## src/rtl/dmem_ctrl_pkg.sv

```systemverilog
// dmem_ctrl_pkg: funct3 codes, FSM state encoding and init words for the data memory
package dmem_pkg;
  localparam logic [2:0] LB  = 3'b000;
  localparam logic [2:0] LH  = 3'b001;
  localparam logic [2:0] LW  = 3'b010;
  localparam logic [2:0] LBU = 3'b100;
  localparam logic [2:0] LHU = 3'b101;
  localparam logic [2:0] SB  = 3'b000;
  localparam logic [2:0] SH  = 3'b001;
  localparam logic [2:0] SW  = 3'b010;
  localparam logic [31:0] INIT_W0 = 32'h5555_5555;
  localparam logic [31:0] INIT_W1 = 32'hAAAA_AAAA;
  typedef enum logic [1:0] {IDLE, WAIT, RESP} state_t;
endpackage

```

## src/rtl/dmem_ctrl_if.sv

```systemverilog
// dmem_ctrl_if: request/response bus between core MEM stage (master) and dmem_ctrl (slave)
interface dmem_ctrl_if #(parameter int ADDR_W = 32);
  logic req_valid;
  logic req_ready;
  logic req_write;
  logic [2:0] req_funct3;
  logic [ADDR_W-1:0] req_addr;
  logic [31:0] req_wdata;
  logic rsp_valid;
  logic [31:0] rsp_rdata;
  logic rsp_fault;
  modport master(output req_valid, req_write, req_funct3, req_addr, req_wdata,
                 input req_ready, rsp_valid, rsp_rdata, rsp_fault);
  modport slave(input req_valid, req_write, req_funct3, req_addr, req_wdata,
                output req_ready, rsp_valid, rsp_rdata, rsp_fault);
endinterface

```

## src/rtl/dmem_lane_align.sv

```systemverilog
// dmem_lane_align: fault decode, store byte-enables/lane replication, load lane extract+extend
module dmem_lane_align
  import dmem_pkg::*;
(
  input  logic [2:0]  funct3,
  input  logic [1:0]  lane,
  input  logic        write,
  input  logic        in_range,
  input  logic [31:0] wdata,
  input  logic [31:0] rword,
  output logic        fault,
  output logic [3:0]  be,
  output logic [31:0] wword,
  output logic [31:0] rdata
);
  logic illegal, misaligned;
  logic [7:0] b;
  logic [15:0] h;
  logic [31:0] ld;
  always_comb begin
    illegal = write ? !(funct3 inside {SB, SH, SW}) : !(funct3 inside {LB, LH, LW, LBU, LHU});
    misaligned = (funct3[1:0] == LH[1:0] && lane[0]) || (funct3[1:0] == LW[1:0] && lane != 2'b00);
    fault = !in_range || illegal || misaligned;
    be = funct3[1:0] == LB[1:0] ? 4'b0001 << lane : funct3[1:0] == LH[1:0] ? (lane[1] ? 4'b1100 : 4'b0011) : 4'b1111;
    // replicate store data across lanes so the byte-enables pick the right copy
    wword = funct3[1:0] == SB[1:0] ? {4{wdata[7:0]}} : funct3[1:0] == SH[1:0] ? {2{wdata[15:0]}} : wdata;
    b = rword[{lane, 3'b000} +: 8];
    h = lane[1] ? rword[31:16] : rword[15:0];
    // funct3[2] marks the unsigned load variants
    ld = funct3[1:0] == LB[1:0] ? {{24{b[7] && !funct3[2]}}, b}
       : funct3[1:0] == LH[1:0] ? {{16{h[15] && !funct3[2]}}, h} : rword;
    rdata = write || fault ? '0 : ld;
  end
endmodule

```

## src/rtl/dmem_ctrl.sv

```systemverilog
// dmem_ctrl: byte-addressed RV32I data memory; ports clk, rst (async high), bus (dmem_ctrl_if.slave)
module dmem_ctrl
  import dmem_pkg::*;
#(
  parameter int DEPTH_WORDS = 64,
  parameter int ADDR_W = 32,
  parameter int WAIT_STATES = 0
) (
  input logic clk,
  input logic rst,
  dmem_ctrl_if.slave bus
);
  localparam int AW = $clog2(DEPTH_WORDS);
  localparam logic [3:0] WS_LOAD = 4'(WAIT_STATES == 0 ? 0 : WAIT_STATES - 1);
  state_t state;
  logic [3:0] cnt;
  logic l_write;
  logic [2:0] l_f3;
  logic [ADDR_W-1:0] l_addr;
  logic [31:0] l_wdata;
  logic [31:0] mem [DEPTH_WORDS] = '{0: INIT_W0, 1: INIT_W1, default: '0};
  logic idle, accept, fire, write, in_range, fault;
  logic [2:0] f3;
  logic [ADDR_W-1:0] addr;
  logic [31:0] wdata, wword, rdata;
  logic [3:0] be;
  logic [AW-1:0] idx;
  assign idle = state == IDLE;
  assign bus.req_ready = idle && !rst;
  assign accept = bus.req_valid && bus.req_ready;
  // fire marks the edge that enters RESP: the acceptance edge itself when there are no wait states
  assign fire = WAIT_STATES == 0 ? accept : state == WAIT && cnt == '0 && !rst;
  // with no wait states the access completes on the acceptance edge, so decode the live request
  assign write = idle ? bus.req_write : l_write;
  assign f3 = idle ? bus.req_funct3 : l_f3;
  assign addr = idle ? bus.req_addr : l_addr;
  assign wdata = idle ? bus.req_wdata : l_wdata;
  assign idx = addr[AW+1:2];
  assign in_range = addr[ADDR_W-1:AW+2] == '0;
  dmem_lane_align u_align (
    .funct3(f3),
    .lane(addr[1:0]),
    .write(write),
    .in_range(in_range),
    .wdata(wdata),
    .rword(mem[idx]),
    .fault(fault),
    .be(be),
    .wword(wword),
    .rdata(rdata)
  );
  always_ff @(posedge clk)
    if (fire && write && !fault)
      for (int i = 0; i < 4; i++)
        if (be[i]) mem[idx][8*i +: 8] <= wword[8*i +: 8];
  always_ff @(posedge clk or posedge rst)
    if (rst) begin
      state <= IDLE;
      cnt <= '0;
      l_write <= 1'b0;
      l_f3 <= '0;
      l_addr <= '0;
      l_wdata <= '0;
      bus.rsp_valid <= 1'b0;
      bus.rsp_rdata <= '0;
      bus.rsp_fault <= 1'b0;
    end else begin
      bus.rsp_valid <= fire;
      if (fire) begin
        bus.rsp_rdata <= rdata;
        bus.rsp_fault <= fault;
      end
      case (state)
        IDLE: if (accept) begin
          l_write <= bus.req_write;
          l_f3 <= bus.req_funct3;
          l_addr <= bus.req_addr;
          l_wdata <= bus.req_wdata;
          cnt <= WS_LOAD;
          state <= WAIT_STATES == 0 ? RESP : WAIT;
        end
        WAIT: if (cnt == '0) state <= RESP; else cnt <= cnt - 4'd1;
        default: state <= IDLE;
      endcase
    end
endmodule

```

## src/flat_wrapper.sv

```systemverilog
// flat-port wrapper written by rule: the top's interface ports become plain ports
module dmem_ctrl_flat import dmem_pkg::*;
#(
  parameter int DEPTH_WORDS = 64,
  parameter int ADDR_W = 32,
  parameter int WAIT_STATES = 0
)
  (clk, rst, bus_req_valid, bus_req_write, bus_req_funct3, bus_req_addr, bus_req_wdata, bus_req_ready, bus_rsp_valid, bus_rsp_rdata, bus_rsp_fault);
  dmem_ctrl_if #(.ADDR_W(ADDR_W)) bus_i ();
  input logic clk;
  input logic rst;
  input wire logic [$bits(bus_i.req_valid)-1:0] bus_req_valid;
  input wire logic [$bits(bus_i.req_write)-1:0] bus_req_write;
  input wire logic [$bits(bus_i.req_funct3)-1:0] bus_req_funct3;
  input wire logic [$bits(bus_i.req_addr)-1:0] bus_req_addr;
  input wire logic [$bits(bus_i.req_wdata)-1:0] bus_req_wdata;
  output wire logic [$bits(bus_i.req_ready)-1:0] bus_req_ready;
  output wire logic [$bits(bus_i.rsp_valid)-1:0] bus_rsp_valid;
  output wire logic [$bits(bus_i.rsp_rdata)-1:0] bus_rsp_rdata;
  output wire logic [$bits(bus_i.rsp_fault)-1:0] bus_rsp_fault;
  assign bus_i.req_valid = bus_req_valid;
  assign bus_i.req_write = bus_req_write;
  assign bus_i.req_funct3 = bus_req_funct3;
  assign bus_i.req_addr = bus_req_addr;
  assign bus_i.req_wdata = bus_req_wdata;
  assign bus_req_ready = bus_i.req_ready;
  assign bus_rsp_valid = bus_i.rsp_valid;
  assign bus_rsp_rdata = bus_i.rsp_rdata;
  assign bus_rsp_fault = bus_i.rsp_fault;
  dmem_ctrl #(.DEPTH_WORDS(DEPTH_WORDS), .ADDR_W(ADDR_W), .WAIT_STATES(WAIT_STATES)) u_core (.clk(clk), .rst(rst), .bus(bus_i));
endmodule
```

## config.mk

```make
export PLATFORM = sky130hd
export DESIGN_NAME = dmem_ctrl_flat
export DESIGN_NICKNAME = d
export VERILOG_FILES = /design/src/rtl/dmem_ctrl_pkg.sv /design/src/rtl/dmem_ctrl_if.sv /design/src/rtl/dmem_lane_align.sv /design/src/rtl/dmem_ctrl.sv /design/src/flat_wrapper.sv
export SDC_FILE = /design/constraint.sdc
export NUM_CORES = 2
export LEC_CHECK = 0
export CAP_MARGIN = 10
export CORE_AREA = 2 2 291 581
export CTS_CLUSTER_DIAMETER = 100
export CTS_CLUSTER_SIZE = 25
export DETAILED_ROUTE_END_ITERATION = 8
export DIE_AREA = 0 0 293 583
export PLACE_DENSITY = 0.66
export SETUP_SLACK_MARGIN = 0.1
export SYNTH_ARGS = -nofsm -noshare
export SYNTH_HDL_FRONTEND = slang
export SYNTH_SLANG_ARGS = --single-unit
```

## constraint.sdc

```tcl
create_clock -name clk -period 7.25 [get_ports clk]
set_input_delay 1.45 -clock clk [delete_from_list [all_inputs] [get_ports clk]]
set_output_delay 1.45 -clock clk [all_outputs]
set_load 0.02 [all_outputs]
```

Word level (Yosys, flattened, before mapping)
Memory sizes are Yosys's and may differ from the RTL's. Index checks and enable logic that the tools add are counted. Widths: inputs -> output; s select.

Flip-flop bits (word level): 108. Bits in latches: 0. RAM bits: 2048. Bits in read-only memories: 0. Word-level logic and storage cells: 85. Memories kept: 1.

Memories: u_core.mem (depth 64, bits a word 32, rd ports 1, clocked after Yosys merged registers in 0, wr ports 1, line dmem_ctrl.sv:21) `logic [31:0] mem [DEPTH_WORDS] = '{0: INIT_W0, 1: INIT_W1, default: '0};`.

Add/subtract/negate cells: 1. Multipliers: 0. Div/mod/pow operators: 0. Order comparisons: 0. Eq/ne operators: 10. Shifts and indexed selects: 2. Muxes and demuxes: 32. Bitwise operators: 0. Reduce and logical (&&, ||, !) cells: 30.

Operators with widths (count): $mux 32 (7); $shiftx 32x6->8 (1); $logic_not 24->1 (1); $mux 4 (5); $mux 16 (1); $mux 1 (14); $logic_and 1x1->1 (8); $pmux 4 s2 (1); $eq 3x3->1 const B (2); $logic_not 1->1 (6); $ne 2x2->1 const B (3); $reduce_bool 5->1 (1); $eq 2x1->1 const B (2); $logic_not 2->1 (2); $logic_not 4->1 (1); $logic_or 1x1->1 (4); $mux 2 (2); $pmux 2 s2 (1); $reduce_and 2->1 (2); $reduce_bool 2->1 (2); $shl 1x2->4 const A (1); $sub 4x1->4 const B (1); $eq 3x1->1 const B (1); $eq 3x2->1 const B (1); other kinds (5) (5).

Depth between registers and ports, before layout
Word-level depth: 12. Depth in mapped cells: 17. Mapped depth without buffers: 9.

Modules after synthesis
Synthesis repeated with hierarchy kept, for this count alone.

Cells, all modules: 4314. Area, all modules: 79535.0 µm².

Modules (own cells, without submodules): dmem_ctrl (instances 1, cells an instance 4100, area each 78086.1 µm²); dmem_lane_align (instances 1, cells an instance 214, area each 1448.9 µm²).

Worst setup path before layout
OpenSTA, ideal clock, no wires.

Path kind: flip-flop to flip-flop. Start point: reg u_core.state[1]. End point: mem u_core.mem[0][24] (data pin). Setup time: 0.702 ns. Arrival time: 5.091 ns. Data required time: 6.548 ns. Path slack: 1.457 ns. Cell stages (with the launch flop): 11. Buffers on the path: 7. Clock period less this slack: 5.793 ns. Path through: dfrtp_1 buf_6 buf_6 buf_4 buf_6 buf_6 buf_2 buf_1 mux2_2 a21oi_1 o21ai_0.

Elaborated cells between the ends (all ways): 7. Classes of those cells: 1 x eq/ne; 4 x mux; 2 x reduce/logical.

RTL lines: from (decl) (line dmem_ctrl.sv:15) `state_t state;`; from (signal assigned) (line dmem_ctrl.sv:80) `state <= WAIT_STATES == 0 ? RESP : WAIT;`; $logic_not 2->1 (line dmem_ctrl.sv:28) `assign idle = state == IDLE;`; $mux 32 (line dmem_ctrl.sv:37) `assign wdata = idle ? bus.req_wdata : l_wdata;`; via u_core.u_align.wdata[0] (line dmem_lane_align.sv:9) `input logic [31:0] wdata,`; $mux 32 (line dmem_lane_align.sv:26) `wword = funct3[1:0] == SB[1:0] ? {4{wdata[7:0]}} : funct3[1:0] == SH[1:0] ? {2{wdata[15:0]}} : wdata;`; via u_core.u_align.wword[24] (line dmem_lane_align.sv:13) `output logic [31:0] wword,`; to (decl) (line dmem_ctrl.sv:21).

The timed path passes the listed nets, and every way through them passes these cells.

Worst setup path in the final report
Start point: in bus_req_addr[3]. End point: reg u_core.bus.rsp_rdata[2].

Word-level cells in the longest chain between the ends: 6. Elaborated cells between the ends (all ways): 7. Classes of those cells: 1 x shift; 5 x mux; 1 x memory.

Ends and longest elaborated chain: from (decl) (line flat_wrapper.sv:15) `input wire logic [$bits(bus_i.req_addr)-1:0] bus_req_addr;`; $mux 32 (*) (line dmem_ctrl.sv:36) `assign addr = idle ? bus.req_addr : l_addr;`; $mem_v2 64x32 (*); branches (longest 2 deep; another with $shiftx 32x6->8); $mux 32 (*) (line dmem_lane_align.sv:30) `ld = funct3[1:0] == LB[1:0] ? {{24{b[7] && !funct3[2]}}, b}`; $mux 32 (*) (line dmem_lane_align.sv:32) `rdata = write || fault ? '0 : ld;`; to (signal assigned) (line dmem_ctrl.sv:70) `bus.rsp_rdata <= rdata;`; to (decl) (line dmem_ctrl_if.sv:15) `output req_ready, rsp_valid, rsp_rdata, rsp_fault);`.

Every way passes the cells marked *. A chain may end at the register's enable or synchronous reset.

==> out/results.ini <==
[clock_network]
clkLatencyLatePin_ns=0.77
post_cts_buffers=0
cts_tree=done
htree_num_levels=3
path_clk_slew_ns=0.10
cts_made_buffers=95
cts_max_path_buffers=3
cts_sinks=2147
cts_root_buffer=clkbuf_16
holdBufCountCts=0
post_cts_resized=0

[synth]
ys_top_cells_by_area=edfxtp_1 (74%), o22ai_1 (3.6%), nand2_1 (3.2%)
syn_area_sq_um=82800
synth_edf_count=2048
synth_top_cell_area_share=0.743
yosysSeqAreaShare=0.773
synth_area_per_cell_sq_um=15.2
synthArstFlopShare=0.0461
ys_seq_elements=2147
netlist_instances=5448
syn_nets=5519
synth_common_cells=edfxtp_1 (2048), nand2_1 (698), o22ai_1 (479), nor2_1 (267), nor3_1 (247)
yosysMostFrequentCell=edfxtp_1
synth_top_flop_cell=edfxtp_1
yosys.area.top_type=edfxtp_1
ys_types=93
yosysWarnings=0

[power_and_ir_drop]
power_leakage_nw=29.4
powerDensity_nw_per_um2=251
p_total_w=0.0229
vdd_drop_max_v=0.000216

[placed_design]
dp_hpwl_microns=187000
place_congestion=0.969
port_buffers=105

[worst_hold_path]
hp-class=flop to flop

[timing]
setup_viol=0
finalHoldViolCount=0
worst_slew_pin_slew_ns=1.39
finClkSkew_ns=0.0376
finalCritPeriodShare=0.813
rsz0062_at_grt=no
drv_slew=0
tns_ns=0
fmax_mhz=170
period_needed_ns=5.90
max_slew_margin=0.0614

[global_routing]
busiest_layer=met2
grt.overflow.total=0
grt_max_degree=98
grt_pass1_vias=52700
track_usage=0.334
grt_pass1_wl_microns=399000
antenna_found_initial=17
use_met3=0.0694
grt_use_met1=0.369
use_met2=0.551

[detailed_routing]
routed_wl_microns=291000
drtPass1Iterations=6
viasPerCell=6.97
drc_errors=0
vias=54800
drt_iter0_drc=7703
post_drt_wl_per_cell_microns=37.0
postRouteAntennaNets=0

[outcome]
status=finished clean

[floorplan]
die_x_microns=293
die_area_sq_um=171000
rows=212
core_area_sq_um=166000
ios=106
start_util=0.498
die_h_microns=583

[worst_setup_path]
cp_cell_sequence=clkdlybuf4s50_1, buf_4, or4b_1, and2_4, buf_4, o221ai_1, o41a_1, nor4_1, nand4b_1, a21oi_1, nand2_1, o21ai_1
critPathArrivalTime_ns=6.60
cpMaxStageDelayCell=nor4_1
cp_num_buf_inv=3
cp-start-kind=input port
required_ns=7.95
crit_top_cell=buf_4
setup.worst_path.class=input port to flop
crit_path_end_kind=flop
crit_family=simple AND/OR/NAND/NOR gates
slowest_delay_ns=0.86
cp_max_fo=30

[finish]
final-seq-area_sq_um=64000
layout-drive-gt1-share=0.114
area_growth_pct=10.3
multi_input_area_sq_um=17300
fill_cells=13100
final_nets=5745

[flow_run]
maxCapViolations=0

==> per-layer routing <==
metal	vias to the layer above	routed length, microns
met5	-	68
met2	4189	140000
met3	1172	30500
met1	27500	90400
li1	21900	-
met4	10	29300
==> flip-flops by register name, indices dropped and copies added, names as in the netlist <==
register and count:
u_core.bus.rsp_rdata 32, u_core.state 1, u_core.l_write 1, u_core.l_wdata 32, u_core.bus.rsp_fault 1, u_core.l_f3 3
u_core.mem 2048, u_core.l_addr 28, u_core.bus.rsp_valid 1
==> power breakdown <==
part,leakage [nW],total (W),switching (W),internal [W]
clock network,1.26,0.00616,0.00370,0.00245
registers,19.7,0.0140,0.0000501,0.0140
logic,8.45,0.00275,0.00209,0.000662
total,29.4,0.0229,0.00584,0.0171
==> worst reg2reg max path, delay by kind of cell, from the launching register on <==
family | cells | cell delay [ns]
and+or+nand+nor | 4 | 2.11
muxes | 1 | 0.57
buffers and inverters | 3 | 1.23
DFF | 1 | 0.62
AOI/OAI and AO/OA | 4 | 1.09
==> per-stage QoR <==
stage	cell area, sq um	worst slack, ns	cells	utilization	hold WS, ns
after detailed placement	88700	0.820	7716	0.533	0.460
after global routing	91300	1.35	7848	0.549	0.511
after CTS	91300	1.61	7846	0.549	0.485
after global placement	88700	0.768	7714	0.533	0.453
final	91300	1.35	7861	0.549	0.486
after floorplan	82800	1.46	5448	-	0.438
==> kinds of logic (layout without fill, tap and decap cells) <==
family | count (synthesis) | in the layout | synth area share
multiplexers | 109 | 109 | 0.0144
AO/OA/AOI/OAI | 1196 | 1196 | 0.101
AND/OR/NAND/NOR | 1578 | 1578 | 0.0874
buffers and inverters | 418 | 677 | 0.0244
other | 0 | 14 | 0
flip-flops | 2147 | 2147 | 0.773
==> cell usage in the layout, fill, tap and decap left out, types with 83 or more instances in the layout <==
| master | count |
|---|---|
| nand3_1 | 88 |
| edfxtp_1 | 2048 |
| dfrtp_1 | 98 |
| nand2_1 | 689 |
| a21oi_1 | 153 |
| nor3_1 | 246 |
| clkdlybuf4s50_1 | 105 |
| clkbuf_16 | 96 |
| buf_4 | 386 |
| o221ai_1 | 111 |
| mux2i_1 | 83 |
| nor2_1 | 262 |
| o22ai_1 | 479 |
==> area by class of cell <==
| type | instances | share of cell area |
|---|---|---|
| flip-flops and latches | 2147 | 0.701 |
| clock inverters | 7 | 0.00100 |
| clock buffers | 123 | 0.0274 |
| multi-input cells | 2883 | 0.190 |
| diodes | 14 | 0.000384 |
| well taps | 2140 | 0.0293 |
| repair buffers | 527 | 0.0509 |
| inverters | 20 | 0.000849 |
==> worst paths after layout <==
path | endpoint | from | slack [ns] | depth (start not counted)
worst max-delay path | u_core.bus.rsp_rdata[2] | bus_req_addr[3] | 1.35 | 12
worst min-delay path | u_core.l_wdata[3] | u_core.l_wdata[3] | 0.49 | 2
worst max register to register | u_core.bus.rsp_rdata[2] | u_core.state[1] | 1.55 | 12
worst min register to register | u_core.l_wdata[3] | u_core.l_wdata[3] | 0.49 | 2
max in group asynchronous | u_core.state[1] | rst | 4.73 | 3
min in group asynchronous | u_core.l_write | rst | 1.08 | 2
No activity file was read; power rests on OpenSTA's default activity.
